==> src/rtl/addsub_pipe.sv <==
// Signed add/sub/accumulate unit with a two-slice valid/ready pipeline.
// Optional saturation, per-result overflow and a sticky overflow flag.
module addsub_pipe #(
    parameter int WIDTH = 4
) (
    input  logic             clk,
    input  logic             rst_n,
    input  logic             en,
    input  logic             in_valid,
    output logic             in_ready,
    input  logic [1:0]       op,
    input  logic             sat,
    input  logic [WIDTH-1:0] Rd1,
    input  logic [WIDTH-1:0] Rd2,
    output logic             out_valid,
    input  logic             out_ready,
    output logic [WIDTH-1:0] result,
    output logic             overflow,
    output logic             ovf_sticky,
    input  logic             clr_sticky
);

    localparam int M = WIDTH - 1;

    typedef enum logic [1:0] {
        OP_ADD = 2'b00,
        OP_SUB = 2'b01,
        OP_ACC = 2'b10,
        OP_CLR = 2'b11
    } op_e;

    op_e              op_sel;
    logic [WIDTH-1:0] acc_q, acc_d;
    logic [WIDTH-1:0] b_sel, sum, diff, clamp;
    logic [WIDTH-1:0] res_d;
    logic             ovf_d, ovf_add, ovf_sub;
    logic             s1_valid_q, s1_ovf_q;
    logic [WIDTH-1:0] s1_res_q;
    logic             s2_valid_q, s2_ovf_q;
    logic [WIDTH-1:0] s2_res_q;
    logic             sticky_q;
    logic             s2_load, accept;

    assign op_sel = op_e'(op);

    // ACC adds Rd1 to the accumulator; everything else uses Rd2
    assign b_sel   = (op_sel == OP_ACC) ? acc_q : Rd2;
    assign sum     = Rd1 + b_sel;
    assign diff    = Rd1 - Rd2;
    assign ovf_add = (Rd1[M] == b_sel[M]) && (sum[M] != Rd1[M]);
    assign ovf_sub = (Rd1[M] != Rd2[M]) && (diff[M] != Rd1[M]);
    // Overflow direction always follows the sign of Rd1
    assign clamp   = Rd1[M] ? {1'b1, {M{1'b0}}} : {1'b0, {M{1'b1}}};

    always_comb begin
        res_d = '0;
        ovf_d = 1'b0;
        acc_d = acc_q;
        unique case (op_sel)
            OP_ADD, OP_ACC: begin
                ovf_d = ovf_add;
                res_d = (ovf_add && sat) ? clamp : sum;
            end
            OP_SUB: begin
                ovf_d = ovf_sub;
                res_d = (ovf_sub && sat) ? clamp : diff;
            end
            OP_CLR: begin
                ovf_d = 1'b0;
                res_d = '0;
            end
        endcase
        if (!en) begin
            res_d = '0;
            ovf_d = 1'b0;
        end else if (op_sel == OP_ACC || op_sel == OP_CLR) begin
            acc_d = res_d;
        end
    end

    assign s2_load  = !s2_valid_q || out_ready;
    assign in_ready = !s1_valid_q || s2_load;
    assign accept   = in_valid && in_ready;

    always_ff @(posedge clk or negedge rst_n) begin
        if (!rst_n) begin
            s1_valid_q <= 1'b0;
            s1_res_q   <= '0;
            s1_ovf_q   <= 1'b0;
            s2_valid_q <= 1'b0;
            s2_res_q   <= '0;
            s2_ovf_q   <= 1'b0;
            acc_q      <= '0;
            sticky_q   <= 1'b0;
        end else begin
            if (in_ready) begin
                s1_valid_q <= accept;
                if (accept) begin
                    s1_res_q <= res_d;
                    s1_ovf_q <= ovf_d;
                end
            end
            if (s2_load) begin
                s2_valid_q <= s1_valid_q;
                if (s1_valid_q) begin
                    s2_res_q <= s1_res_q;
                    s2_ovf_q <= s1_ovf_q;
                end
            end
            if (accept) begin
                acc_q <= acc_d;
            end
            // A delivered overflow beats a simultaneous clear
            if (s2_valid_q && out_ready && s2_ovf_q) begin
                sticky_q <= 1'b1;
            end else if (clr_sticky) begin
                sticky_q <= 1'b0;
            end
        end
    end

    assign out_valid  = s2_valid_q;
    assign result     = s2_res_q;
    assign overflow   = s2_ovf_q;
    assign ovf_sticky = sticky_q;

endmodule

==> config.mk <==
export PLATFORM = sky130hd
export DESIGN_NAME = addsub_pipe
export DESIGN_NICKNAME = d
export VERILOG_FILES = /design/src/rtl/addsub_pipe.sv
export SDC_FILE = /design/constraint.sdc
export NUM_CORES = 1
export LEC_CHECK = 0
export ABC_AREA = 1
export BUFFER_PORTS_ARGS = -buffer_cell sky130_fd_sc_hd__buf_4
export CORE_ASPECT_RATIO = 1.5
export CORE_MARGIN = 4
export CORE_UTILIZATION = 41
export CTS_CLUSTER_SIZE = 12
export DETAILED_ROUTE_END_ITERATION = 16
export PLACE_DENSITY = 0.65
export SLEW_MARGIN = 10
export SYNTH_ARGS = -nofsm -noshare
export SYNTH_HDL_FRONTEND = slang
export SYNTH_SLANG_ARGS = --single-unit
==> constraint.sdc <==
create_clock -name clk -period 1.6 [get_ports clk]
set_input_delay 0.48 -clock clk [delete_from_list [all_inputs] [get_ports clk]]
set_output_delay 0.48 -clock clk [all_outputs]
set_load 0.02 [all_outputs]
[Word-level counts from Yosys, hierarchy flattened]
Index checks and enable logic that the tools add are counted.
Word-level totals
  logic and storage cells: 45
  register bits: 17
  output and inout port bits: 8
  input bits: 17
Operators by class
  eq/ne operators: 7
  reduce and logical (&&, ||, !) cells: 18
  mux-type cells: 10
  $add $sub $neg: 2
Operators with widths (count)
  $mux W4: 5
  $pmux W4 S3: 1
  $logic_and A1 B1 Y1: 7
  $add A4 B4 Y4: 1
  $eq A2 B2 Y1 const B: 2
  $reduce_and A2 Y1: 2
  $sub A4 B4 Y4: 1
  $logic_or A1 B1 Y1: 3
  $mux W1: 3
  $ne A1 B1 Y1: 3
  $pmux W1 S3: 1
  $reduce_and A3 Y1: 1
  $eq A2 B1 Y1 const B: 1
  $logic_not A1 Y1: 2
  $logic_not A2 Y1: 1
  $reduce_bool A2 Y1: 1
  $reduce_or A2 Y1: 1
  $eq A1 B1 Y1: 1

[Logic depth before layout (Yosys ltp)]
  depth in word-level cells: 9
  gate-level depth with buffers: 16
  gate-level depth less buffers: 16

[Worst setup path after synthesis]
Ideal clock, no wire load.
  path kind: input to register
  from: input op[0]
  to: register acc_q[3]
  path buffers: 0
  setup time: 0.117 ns
  stages on the path: 14
  arrival time: 1.913 ns
  slack: -0.431 ns
  required time: 1.483 ns
  cells stage by stage: inv_2 nand2_4 o21ai_0 ha_1 nand2_1 nor2_1 nor2_1 nand3_2 nand2_2 nand2_2 nand2_1 nand3_1 nand3_1 nand2_1
On the way
  word-level cells in the longest chain between the ends: 8
  elaborated cells between the ends (all ways): 15
  those cells by class: add/sub: 1; eq/ne: 5; mux: 3; reduce/logical: 6
RTL lines
  start: declaration: line 11  | input logic [1:0] op,
  $eq A2 B2 Y1: line 47, 59, 76
  $mux W4: line 47  | assign b_sel = (op_sel == OP_ACC) ? acc_q : Rd2;
  $add A4 B4 Y4: line 48  | assign sum = Rd1 + b_sel;
  $ne A1 B1 Y1: line 50  | assign ovf_add = (Rd1[M] == b_sel[M]) && (sum[M] != Rd1[M]);
  $logic_and A1 B1 Y1: line 50
  $logic_and A1 B1 Y1: line 62  | res_d = (ovf_add && sat) ? clamp : sum;
  $mux W4: line 62
  $pmux W4 S3: line 59  | unique case (op_sel)
  end signal: assignment: line 93  | acc_q <= '0;
  end signal: assignment: line 111  | acc_q <= acc_d;
  end: declaration: line 33  | logic [WIDTH-1:0] acc_q, acc_d;
Parallel ways exist; a longest one is shown, timed or not.
A chain may end at the register's enable or synchronous reset.

[Worst setup path in the final report]
  from: input op[0]
  to: register acc_q[2]
The elaborated chain is that of the path after synthesis.

==> results.py <==
metrics = {
    "clock_network": {
        "cts_tree": "yes",
        "clk_pin_slew_ps": 60,
        "cts_sinks": 17,
        "h-tree-depth": 1,
        "clk_latency_ps": 250,
        "postCtsHoldBufs": 0,
        "clock_path_buffers": 2,
        "root_buffer": "clkbuf_8",
        "cts_made_buffers": 3,
    },
    "sta": {
        "fmax_ghz": 0.549,
        "worst_pin_slew_ps": 216,
        "setup_viol": 9,
        "finalClockSkew_ps": 2.45,
        "slew_headroom_pct": 85.6,
        "fin_crit_sh_pct": 114,
        "fin_ws_ps": -221,
        "timing_hold_violations_final": 0,
        "layout_min_cycle_time_ps": 1820,
        "fin_setup_tns_ps": -1460,
        "rsz0062_at_grt": "true",
        "slew_viol_final": 0,
    },
    "cells_and_area": {
        "multi_input_area_um2": 891,
        "area_delta_synth_final_pct": 52.7,
        "antenna_cells": 0,
        "drive_above_1_share_pct": 45.7,
        "layout_commonest_cell": "nand2_1",
        "finalNetCount": 245,
        "final_cell_mix": "46 x nand2_1, 44 x buf_4, 23 x inv_1",
        "utilization_pct": 64.6,
        "register_area_um2": 425,
        "final_cell_area_mm2": 0.00188,
        "fill_cells": 261,
    },
    "setup_path": {
        "path_max_fanout": 7,
        "cpMostUsedCell": "nand2_1",
        "crit_type": "in2reg",
        "cp_slowest_stage_delay_ps": 350,
        "worstPathArrival_ps": 1950,
        "worstRegToRegCells": 14,
        "slowest_stage": "fa_2",
        "reg2reg_slack_ps": -160,
        "crit_family": "adder cells",
        "worstPathRequired_ps": 1730,
        "worstSetupEndpointType": "register",
        "critical_path_depth": 13,
        "cp_num_buf_inv": 2,
        "start_kind": "input port",
        "path_cells": "buf_12 -> inv_16 -> nand2_8 -> nand2_1 -> o21ai_1 -> ha_2 -> fa_2 -> xnor2_1 -> nand2_1 -> nand2_1 -> nand2_1 -> nand2_1 -> o21ai_2",
    },
    "synthesis": {
        "synthSimpleGateAreaFrac_pct": 34.7,
        "yosys_warnings": 0,
        "synth.distinct_cells": 23,
        "syn_avg_cell_area_um2": 7.17,
        "synth_mux_area_share_pct": 0.914,
        "syn_inst": 172,
        "synth_top_family_by_area": "simple AND/OR/NAND/NOR gates",
        "synthesis.nets": 197,
        "synthAdderAreaFrac_pct": 9.34,
        "synth_compound_area_share_pct": 8.32,
        "ys_ff_latch": 17,
        "synth_xor_area_share_pct": 2.84,
        "yosysSeqAreaShare_pct": 34.5,
        "synth_area_mm2": 0.00123,
    },
    "power_and_ir_drop": {
        "irDropWorstVdd_mv": 0.437,
        "pwr-share-comb_pct": 44.8,
        "p_seq_share_pct": 35.4,
        "leakage_uw": 0.000971,
        "clkPwrFrac_pct": 19.8,
        "power.density_mw_per_mm2": 827,
        "sw_frac_of_total_pct": 35.7,
        "internal_power_uw": 1000,
        "power_switching_uw": 556,
        "power_uw": 1560,
    },
    "global_route": {
        "grt_pass1_vias": 1275,
        "grt_max_degree": 18,
        "overflow": 0,
        "track_usage_pct": 17.0,
        "antenna_found_initial": 0,
        "grt_pass1_wl_um": 5150,
    },
    "routing": {
        "wire_per_inst_um": 12.6,
        "drt_iter0_drc": 26,
        "vias": 1246,
        "wl_um": 3260,
        "drc": 0,
        "final_antenna_net_count": 0,
        "drtPass1Iterations": 4,
        "via_per_inst": 4.83,
    },
    "place": {
        "place_congestion": 0.858,
        "portBuffers": 24,
        "place_area_mm2": 0.00162,
        "dpl.hpwl_um": 2490,
    },
    "floorplanning": {
        "fp.coreArea_mm2": 0.00291,
        "dieArea_mm2": 0.00397,
        "dieHeight_um": 75.2,
        "start_util_pct": 42.3,
        "rows": 24,
        "die_width_um": 52.8,
        "ioPinCount": 25,
    },
    "worst_hold_path": {
        "min_path_type": "in2async",
    },
    "run_status": {
        "violations": "negative setup slack",
        "status": "finished, violations left",
    },
    "flow_run": {
        "drv_cap": 0,
    },
}
per-layer routing:
metal	vias up	share of wire, %	global-route usage (%)
met5	-	0	0
li1	632	-	-
met3	6	2.1	1.78
met4	0	1.6	5.97
met2	20	57	33.8
met1	588	39	17.8
synth_stat cells (all sizes together):
| cell | instances | area share [%] |
|---|---|---|
| nand2 | 68 | 23 |
| inv | 28 | 8.5 |
| dfrtp | 17 | 35 |
| nand3 | 16 | 7.3 |
| o21ai | 15 | 7.0 |
| ha | 6 | 6.1 |
| nor2 | 6 | 2.0 |
| nand4 | 4 | 2.0 |
| xnor2 | 3 | 2.1 |
| buf | 2 | 0.81 |
| fa | 2 | 3.2 |
| a21oi | 1 | 0.71 |
| mux2 | 1 | 0.91 |
| nand3b | 1 | 0.61 |
| o31ai | 1 | 0.61 |
| xor2 | 1 | 0.71 |
kinds of logic after synthesis:
| group | after synthesis |
|---|---|
| AOI/OAI and AO/OA | 17 |
| adders and majority gates | 8 |
| muxes | 1 |
| buffers and inverters | 30 |
| xor gates and xnor gates | 4 |
| DFF | 17 |
| and+or+nand+nor | 95 |
registers in the layout, summed over array words and instances (netlist names):
name	flops
s1_ovf_q	1
out_valid	1
result	4
ovf_sticky	1
s1_valid_q	1
acc_q	4
overflow	1
s1_res_q	4
cell type report:
cell class	count	share of cell area, %
clock buffer	4	2.39
inverter	28	6.45
multi-input combinational	125	47.3
sequential	17	22.6
tap	39	2.59
timing repair buffer	45	18.6
power groups by stage:
| stage | Clock (uW) | Sequential [uW] | Combinational, uW |
|---|---|---|---|
| 4_1_cts | 321 | 552 | 603 |
| 5_1_grt | 335 | 559 | 764 |
| 2_1_floorplan | 0 | 595 | 295 |
| 6_report | 308 | 551 | 698 |
| 3_5_place_dp | 0 | 559 | 578 |
| 3_3_place_gp | 0 | 554 | 559 |
path summary, 6_finish.rpt:
| kind | start | end |
|---|---|---|
| min | rst_n | s1_res_q[1] |
| min in group clk | clr_sticky | ovf_sticky |
| max in group asynchronous | rst_n | result[0] |
| min reg2reg | result[1] | result[1] |
| max | op[0] | acc_q[2] |
| max reg2reg | acc_q[2] | acc_q[2] |
per-stage QoR:
| stage | hold WS [ps] | setup WS, ps | instances |
|---|---|---|---|
| 2_1_floorplan | 184 | -237 | 172 |
| 3_3_place_gp | 349 | -486 | 251 |
| 3_5_place_dp | 357 | -558 | 251 |
| 4_1_cts | 88.1 | -197 | 257 |
| 5_1_grt | 96.5 | -300 | 258 |
| 6_report | 86.0 | -221 | 258 |
repair_timing:
item | in CTS | in global routing
buffers inserted | 2 | 1
setup endpoints to repair | 9 | 9
pin swaps | 14 | 17
gates resized for setup | 11 | 35
Note: power is estimated with default switching activity, not from simulation.
